**config.mk**
```make
export PLATFORM = sky130hd
export DESIGN_NAME = spi_acq_ctrl_flat
export DESIGN_NICKNAME = d
export VERILOG_FILES = /design/src/rtl/spi_acq_pkg.sv /design/src/rtl/spi_acq_ctrl_if.sv /design/src/rtl/spi_sclk_gen.sv /design/src/rtl/spi_acq_ctrl.sv /design/src/flat_wrapper.sv
export SDC_FILE = /design/constraint.sdc
export NUM_CORES = 1
export LEC_CHECK = 0
export CELL_PAD_IN_SITES_DETAIL_PLACEMENT = 2
export CELL_PAD_IN_SITES_GLOBAL_PLACEMENT = 2
export CORE_ASPECT_RATIO = 1.25
export CORE_MARGIN = 1.5
export CORE_UTILIZATION = 32
export CTS_BUF_LIST = sky130_fd_sc_hd__clkbuf_16
export CTS_CLUSTER_SIZE = 24
export DETAILED_ROUTE_END_ITERATION = 8
export HOLD_SLACK_MARGIN = 0.05
export PLACE_DENSITY_LB_ADDON = 0.1
export SLEW_MARGIN = 25
export SYNTH_ARGS = -nofsm -noshare
export SYNTH_HDL_FRONTEND = slang
export SYNTH_SLANG_ARGS = --single-unit
```
**constraint.sdc**
```tcl
create_clock -name clk -period 4.45 [get_ports clk]
set_input_delay 1.1125 -clock clk [delete_from_list [all_inputs] [get_ports clk]]
set_output_delay 1.1125 -clock clk [all_outputs]
set_load 0.005 [all_outputs]
```
**src/rtl/spi_acq_pkg.sv**
```systemverilog
// Shared types and sizing helpers for the SPI acquisition sequencer.
package spi_acq_pkg;

  localparam int STATE_W = 3;

  typedef enum logic [STATE_W-1:0] {
    IDLE,
    CS_SETUP,
    SHIFT,
    CS_HOLD,
    CAPTURE,
    GAP
  } acq_state_e;

  function automatic int frame_bits(input int lead, input int width, input int tail);
    return lead + width + tail;
  endfunction

  // Width of a counter spanning 0..n-1, never narrower than one bit.
  function automatic int cnt_w(input int n);
    return (n < 2) ? 1 : $clog2(n);
  endfunction

endpackage

```
**src/rtl/spi_acq_ctrl_if.sv**
```systemverilog
// Control, ADC-side and sample-side signals of the acquisition sequencer.
interface spi_acq_ctrl_if #(
  parameter int ADC_WIDTH = 8
);
  logic                 start;
  logic                 auto_en;
  logic [ADC_WIDTH-1:0] cur_vd;
  logic                 cs_n;
  logic                 sclk;
  logic                 stp_en;
  logic [ADC_WIDTH-1:0] sample;
  logic                 sample_valid;
  logic                 busy;

  modport master (
    input  start, auto_en, cur_vd,
    output cs_n, sclk, stp_en, sample, sample_valid, busy
  );

  modport slave (
    output start, auto_en, cur_vd,
    input  cs_n, sclk, stp_en, sample, sample_valid, busy
  );
endinterface

```
**src/rtl/spi_sclk_gen.sv**
```systemverilog
// SCLK divider: falls on go, then toggles every CLK_DIV cycles while enabled;
// once the last bit has been clocked the next would-be fall is reported as done.
module spi_sclk_gen import spi_acq_pkg::*; #(
  parameter int CLK_DIV = 2
) (
  input  logic clk,
  input  logic n_rst,
  input  logic en,
  input  logic go,
  input  logic last,
  output logic sclk,
  output logic rise,
  output logic fall,
  output logic done
);
  localparam int DIV_W = cnt_w(CLK_DIV);
  localparam logic [DIV_W-1:0] DIV_LAST = DIV_W'(CLK_DIV - 1);

  logic [DIV_W-1:0] div_q, div_d;
  logic             sclk_q, sclk_d;
  logic             tick;

  assign tick = en && (div_q == DIV_LAST);
  assign rise = tick && !sclk_q;
  assign fall = go || (tick && sclk_q && !last);
  assign done = tick && sclk_q && last;
  assign sclk = sclk_q;

  always_comb begin
    div_d  = '0;
    sclk_d = 1'b1;
    if (go) begin
      sclk_d = 1'b0;
    end else if (en) begin
      if (tick) begin
        sclk_d = !(sclk_q && !last);
      end else begin
        sclk_d = sclk_q;
        div_d  = div_q + DIV_W'(1);
      end
    end
  end

  always_ff @(posedge clk or negedge n_rst) begin
    if (!n_rst) begin
      div_q  <= '0;
      sclk_q <= 1'b1;
    end else begin
      div_q  <= div_d;
      sclk_q <= sclk_d;
    end
  end
endmodule

```
**src/rtl/spi_acq_ctrl.sv**
```systemverilog
// SPI acquisition sequencer: frames one ADC conversion, gates the shift stage,
// then latches the parallel word and pulses sample_valid.
module spi_acq_ctrl import spi_acq_pkg::*; #(
  parameter int ADC_WIDTH = 8,
  parameter int CLK_DIV   = 2,
  parameter int LEAD_BITS = 2,
  parameter int TAIL_BITS = 2,
  parameter int CS_GAP    = 4
) (
  input  logic           clk,
  input  logic           n_rst,
  spi_acq_ctrl_if.master acq
);
  localparam int FRAME_BITS = frame_bits(LEAD_BITS, ADC_WIDTH, TAIL_BITS);
  localparam int TMR_MAX    = (CLK_DIV > CS_GAP) ? CLK_DIV : CS_GAP;
  localparam int TMR_W      = cnt_w(TMR_MAX);
  localparam int BIT_W      = cnt_w(FRAME_BITS);

  localparam logic [TMR_W-1:0] DIV_LAST = TMR_W'(CLK_DIV - 1);
  localparam logic [TMR_W-1:0] GAP_LAST = TMR_W'(CS_GAP - 1);
  localparam logic [BIT_W-1:0] BIT_LAST = BIT_W'(FRAME_BITS - 1);
  localparam logic [BIT_W:0]   STP_ON   = (BIT_W+1)'(LEAD_BITS);
  localparam logic [BIT_W:0]   STP_OFF  = (BIT_W+1)'(LEAD_BITS + ADC_WIDTH);

  acq_state_e           state_q, state_d;
  logic [TMR_W-1:0]     tmr_q, tmr_d;
  logic [BIT_W-1:0]     bit_cnt_q, bit_cnt_d;
  logic                 cs_n_q, cs_n_d;
  logic                 stp_en_q, stp_en_d;
  logic                 busy_q, busy_d;
  logic                 valid_q, valid_d;
  logic [ADC_WIDTH-1:0] sample_q, sample_d;

  logic           sclk_go, sclk_en, sclk_rise, sclk_fall, sclk_done, sclk;
  logic [BIT_W:0] next_fall;

  assign sclk_go   = (state_q == CS_SETUP) && (tmr_q == DIV_LAST);
  assign sclk_en   = (state_q == SHIFT);
  // Index of the falling edge that follows the current sclk rise.
  assign next_fall = {1'b0, bit_cnt_q} + (BIT_W+1)'(1);

  spi_sclk_gen #(.CLK_DIV(CLK_DIV)) u_sclk_gen (
    .clk   (clk),
    .n_rst (n_rst),
    .en    (sclk_en),
    .go    (sclk_go),
    .last  (bit_cnt_q == BIT_LAST),
    .sclk  (sclk),
    .rise  (sclk_rise),
    .fall  (sclk_fall),
    .done  (sclk_done)
  );

  always_comb begin
    state_d   = state_q;
    tmr_d     = '0;
    bit_cnt_d = bit_cnt_q;
    cs_n_d    = cs_n_q;
    stp_en_d  = stp_en_q;
    busy_d    = busy_q;
    sample_d  = sample_q;
    valid_d   = 1'b0;
    case (state_q)
      IDLE: begin
        if (acq.start || acq.auto_en) begin
          state_d = CS_SETUP;
          cs_n_d  = 1'b0;
          busy_d  = 1'b1;
        end
      end
      CS_SETUP: begin
        if (tmr_q == DIV_LAST) begin
          state_d   = SHIFT;
          bit_cnt_d = '0;
        end else begin
          tmr_d = tmr_q + TMR_W'(1);
        end
      end
      SHIFT: begin
        if (sclk_fall) bit_cnt_d = bit_cnt_q + BIT_W'(1);
        // stp_en only moves on rises so it is settled at every fall.
        if (sclk_rise) stp_en_d = (next_fall >= STP_ON) && (next_fall < STP_OFF);
        if (sclk_done) state_d = CS_HOLD;
      end
      CS_HOLD: begin
        if (tmr_q == DIV_LAST) begin
          state_d  = CAPTURE;
          cs_n_d   = 1'b1;
          sample_d = acq.cur_vd;
          valid_d  = 1'b1;
        end else begin
          tmr_d = tmr_q + TMR_W'(1);
        end
      end
      CAPTURE: state_d = GAP;
      GAP: begin
        if (tmr_q == GAP_LAST) begin
          if (acq.auto_en) begin
            state_d = CS_SETUP;
            cs_n_d  = 1'b0;
          end else begin
            state_d = IDLE;
            busy_d  = 1'b0;
          end
        end else begin
          tmr_d = tmr_q + TMR_W'(1);
        end
      end
      default: state_d = IDLE;
    endcase
  end

  always_ff @(posedge clk or negedge n_rst) begin
    if (!n_rst) begin
      state_q   <= IDLE;
      tmr_q     <= '0;
      bit_cnt_q <= '0;
      cs_n_q    <= 1'b1;
      stp_en_q  <= 1'b0;
      busy_q    <= 1'b0;
      valid_q   <= 1'b0;
      sample_q  <= '0;
    end else begin
      state_q   <= state_d;
      tmr_q     <= tmr_d;
      bit_cnt_q <= bit_cnt_d;
      cs_n_q    <= cs_n_d;
      stp_en_q  <= stp_en_d;
      busy_q    <= busy_d;
      valid_q   <= valid_d;
      sample_q  <= sample_d;
    end
  end

  assign acq.cs_n         = cs_n_q;
  assign acq.sclk         = sclk;
  assign acq.stp_en       = stp_en_q;
  assign acq.sample       = sample_q;
  assign acq.sample_valid = valid_q;
  assign acq.busy         = busy_q;
endmodule

```
**src/flat_wrapper.sv**
```systemverilog
// flat-port wrapper written by rule: the top's interface ports become plain ports
module spi_acq_ctrl_flat import spi_acq_pkg::*;
#(
  parameter int ADC_WIDTH = 8,
  parameter int CLK_DIV   = 2,
  parameter int LEAD_BITS = 2,
  parameter int TAIL_BITS = 2,
  parameter int CS_GAP    = 4
)
  (clk, n_rst, acq_start, acq_auto_en, acq_cur_vd, acq_cs_n, acq_sclk, acq_stp_en, acq_sample, acq_sample_valid, acq_busy);
  spi_acq_ctrl_if #(.ADC_WIDTH(ADC_WIDTH)) acq_i ();
  input  logic clk;
  input  logic n_rst;
  input wire logic [$bits(acq_i.start)-1:0] acq_start;
  input wire logic [$bits(acq_i.auto_en)-1:0] acq_auto_en;
  input wire logic [$bits(acq_i.cur_vd)-1:0] acq_cur_vd;
  output wire logic [$bits(acq_i.cs_n)-1:0] acq_cs_n;
  output wire logic [$bits(acq_i.sclk)-1:0] acq_sclk;
  output wire logic [$bits(acq_i.stp_en)-1:0] acq_stp_en;
  output wire logic [$bits(acq_i.sample)-1:0] acq_sample;
  output wire logic [$bits(acq_i.sample_valid)-1:0] acq_sample_valid;
  output wire logic [$bits(acq_i.busy)-1:0] acq_busy;
  assign acq_i.start = acq_start;
  assign acq_i.auto_en = acq_auto_en;
  assign acq_i.cur_vd = acq_cur_vd;
  assign acq_cs_n = acq_i.cs_n;
  assign acq_sclk = acq_i.sclk;
  assign acq_stp_en = acq_i.stp_en;
  assign acq_sample = acq_i.sample;
  assign acq_sample_valid = acq_i.sample_valid;
  assign acq_busy = acq_i.busy;
  spi_acq_ctrl #(.ADC_WIDTH(ADC_WIDTH), .CLK_DIV(CLK_DIV), .LEAD_BITS(LEAD_BITS), .TAIL_BITS(TAIL_BITS), .CS_GAP(CS_GAP)) u_core (.clk(clk), .n_rst(n_rst), .acq(acq_i));
endmodule
```
==> results.py <==
metrics = {
    "synth": {
        "yosys_register_bits": 23,
        "synthFlopType": "dfrtp_1",
        "synth_area_um2": 1141,
        "postSynthAreaPerCell_um2": 9.509,
        "synth_top_area_share_pct": 46.05,
        "syn_inst": 120,
        "synth-edff-count": 0,
        "synth-seq-area-share_pct": 50.66,
        "synth_cell_type_count": 36,
        "synth_area_leader_cell": "dfrtp_1",
        "synthArstFlopShare_pct": 100.0,
        "syn-num-nets": 136,
        "synth_warnings": 0,
        "synthTopCellsByArea": "dfrtp_1 46%, nand2_1 11%, dfstp_2 4.6%",
    },
    "critical_path": {
        "cp.depth": 1,
        "crit_path_end": "acq_sclk",
        "worstPathArrival_ns": 1.33,
        "r2r_end": "u_core.bit_cnt_q[0]",
        "path_buf_inv": 1,
        "r2r_slack_ns": 2.66,
        "critPathKind": "flop to primary output",
        "worst_r2r_startpoint": "u_core.state_q[1]",
        "cpPeakStageDelay_ns": 0.57,
        "start_kind": "flop",
        "cp_slowest_cell": "dfstp_2",
        "setup.worst_path.start": "u_core.u_sclk_gen.sclk",
        "crit_chain": "clkdlybuf4s50_1",
        "crit_path_end_kind": "primary output",
        "crit_path_max_fanout": 5,
        "reg2reg_depth": 4,
        "worstPathRequired_ns": 3.34,
        "path_delay_family": "flip-flops",
    },
    "job": {
        "maxCapViolCount": 0,
    },
    "grt": {
        "grt_overflow": 0,
        "antenna_found_initial": 0,
        "grt_use_total_pct": 16.79,
        "grt_max_degree": 24,
        "grt_pass1_vias": 1110,
        "grt_pass1_wl_um": 5181,
    },
    "timing": {
        "fin_tns_setup_ns": 0,
        "slew_violations": 0,
        "rsz0062_at_grt": "no",
        "worst_slack_ns": 2.007,
        "finalHoldViolCount": 0,
        "holdWs_ns": 0.4762,
        "skew_ns": 0.002070,
        "fin_crit_sh_pct": 54.91,
        "setup_viol": 0,
        "fmax_mhz": 409.3,
        "layout_min_cycle_time_ns": 2.443,
        "relSlewSlack_pct": 64.31,
        "worst_slew_pin_slew_ns": 0.5354,
    },
    "power": {
        "vdd_drop_max_v": 0.0001678,
        "p_per_area_nw_per_um2": 284.5,
        "p_leak_nw": 0.6222,
    },
    "cts": {
        "clock_tree.buffer_depth": 2,
        "cts_root_buf": "clkbuf_16",
        "clock_latency_ns": 0.26,
        "postCtsHoldBufs": 0,
        "htree_levels": 1,
        "post_cts_resized": 0,
        "postCtsSetupRepairBufs": 0,
        "clk_pin_slew_ns": 0.06,
        "cts_tree": "yes",
        "cts_inserted_buffers": 3,
        "cts_sinks": 23,
    },
    "worst_hold_path": {
        "hp-class": "flop to flop",
    },
    "cells_and_area": {
        "area_growth_pct": 30.70,
        "instances_no_fill": 184,
        "num-nets-final": 162,
        "diodes": 0,
        "drive_gt1_share_pct": 8.276,
    },
    "detailed_routing": {
        "drtPass1Iterations": 2,
        "wire_per_inst_um": 15.95,
        "viasPerCell": 5.255,
        "drt-initial-drc-count": 25,
        "drtAntennaViolNets": 0,
        "routed_wl_um": 2934,
        "drc_errors": 0,
        "vias": 967,
    },
    "floorplanning": {
        "num_rows": 24,
        "dieArea_um2": 3935,
        "dieWidth_um": 56.41,
        "core_um2": 3453,
        "pin_count": 25,
        "die_y_um": 69.77,
        "start_util_pct": 33.04,
    },
    "outcome": {
        "outcome": "complete, no violations",
    },
    "placed_design": {
        "finalWeightedCongestion": 0.7165,
        "port_buffers": 24,
        "dp_hpwl_um": 2158,
        "dp_slack_ns": 1.959,
        "dp_cells": 180,
    },
}
[per-stage QoR]
stage               power (W)  area (um^2)  utilization [%]
floorplan           0.0002148         1141                -
global placement    0.0002303         1416            41.01
finish              0.0004243         1491            43.19
CTS                 0.0004304         1496            43.33
global route        0.0004398         1491            43.19
detailed placement  0.0002312         1416            41.01
[synthesized netlist by cell type (2+ instances only)]
cell,n
a21oi_1,4
and2_1,2
buf_2,2
dfrtp_1,21
dfstp_2,2
ha_1,4
inv_1,4
nand2_1,33
nand2b_1,3
nand3_1,3
nand3b_1,2
nor2_1,5
nor3_1,2
nor3b_1,2
o21ai_0,5
o21ai_1,2
o22ai_1,2
o31ai_1,3
xor2_1,2
[report_power, final]
part / internal (W) / switching (W) / leakage [nW]
logic: 0.00000935 / 0.00000681 / 0.337
registers: 0.000210 / 0.000000408 / 0.244
clock network: 0.000121 / 0.0000772 / 0.0409
total: 0.000340 / 0.0000844 / 0.622
[registers in the layout (all words and copies together), names as in the netlist]
name                     flops
u_core.acq.sample            8
u_core.bit_cnt_q             4
u_core.state_q               3
u_core.tmr_q                 2
u_core.acq.busy              1
u_core.acq.cs_n              1
u_core.acq.sample_valid      1
u_core.acq.stp_en            1
u_core.u_sclk_gen.div_q      1
u_core.u_sclk_gen.sclk       1
[layer usage]
metal  part of all wire (%)  vias up  track usage (%)
li1                       -      463                -
met1                     43      490            20.57
met2                     54       12            30.20
met3                    2.4        2            2.425
met4                   0.65        0            4.762
met5                      0        -                0
[cell type report]
type,instances,area [um^2]
Sequential cell,23,578.1
Inverter,5,18.77
Clock buffer,3,75.07
Timing Repair Buffer,24,235.2
Multi-Input combinational cell,89,530.5
Clock inverter,1,5.005
Tap cell,39,48.80
Fill cell,403,1962
[how the worst min path moves through the flow]
stage                                 start                      end  slack, ns  cells after the start
floorplan           u_core.u_sclk_gen.div_q  u_core.u_sclk_gen.div_q       0.45                      1
global placement       u_core.acq.sample[7]     u_core.acq.sample[7]       0.46                      2
detailed placement     u_core.acq.sample[7]     u_core.acq.sample[7]       0.47                      2
CTS                    u_core.acq.sample[7]     u_core.acq.sample[7]       0.49                      2
global route                u_core.tmr_q[0]          u_core.tmr_q[0]       0.52                      1
finish                 u_core.acq.sample[7]     u_core.acq.sample[7]       0.48                      2
[layout by cell type (no fill, tap or decap), drive strengths merged, types with 3 or more instances in the layout]
cell and instances:
nand2 33, clkdlybuf4s50 23, dfrtp 21, o21ai 7
nor2 6, inv 5, a21oi 4, ha 4
nand2b 3, o31ai 3, nand3 3, clkbuf 3
nor3b 3
[logic make-up after synthesis]
family                   synth area share, %
multiplexers                           1.315
XOR/XNOR                               1.535
AO/OA/AOI/OAI                          14.26
buffers and inverters                  2.850
AND/OR/NAND/NOR                        25.00
flip-flops                             50.66
adder cells (fa/ha/maj)                4.386
(Power assumes the default switching activity.)
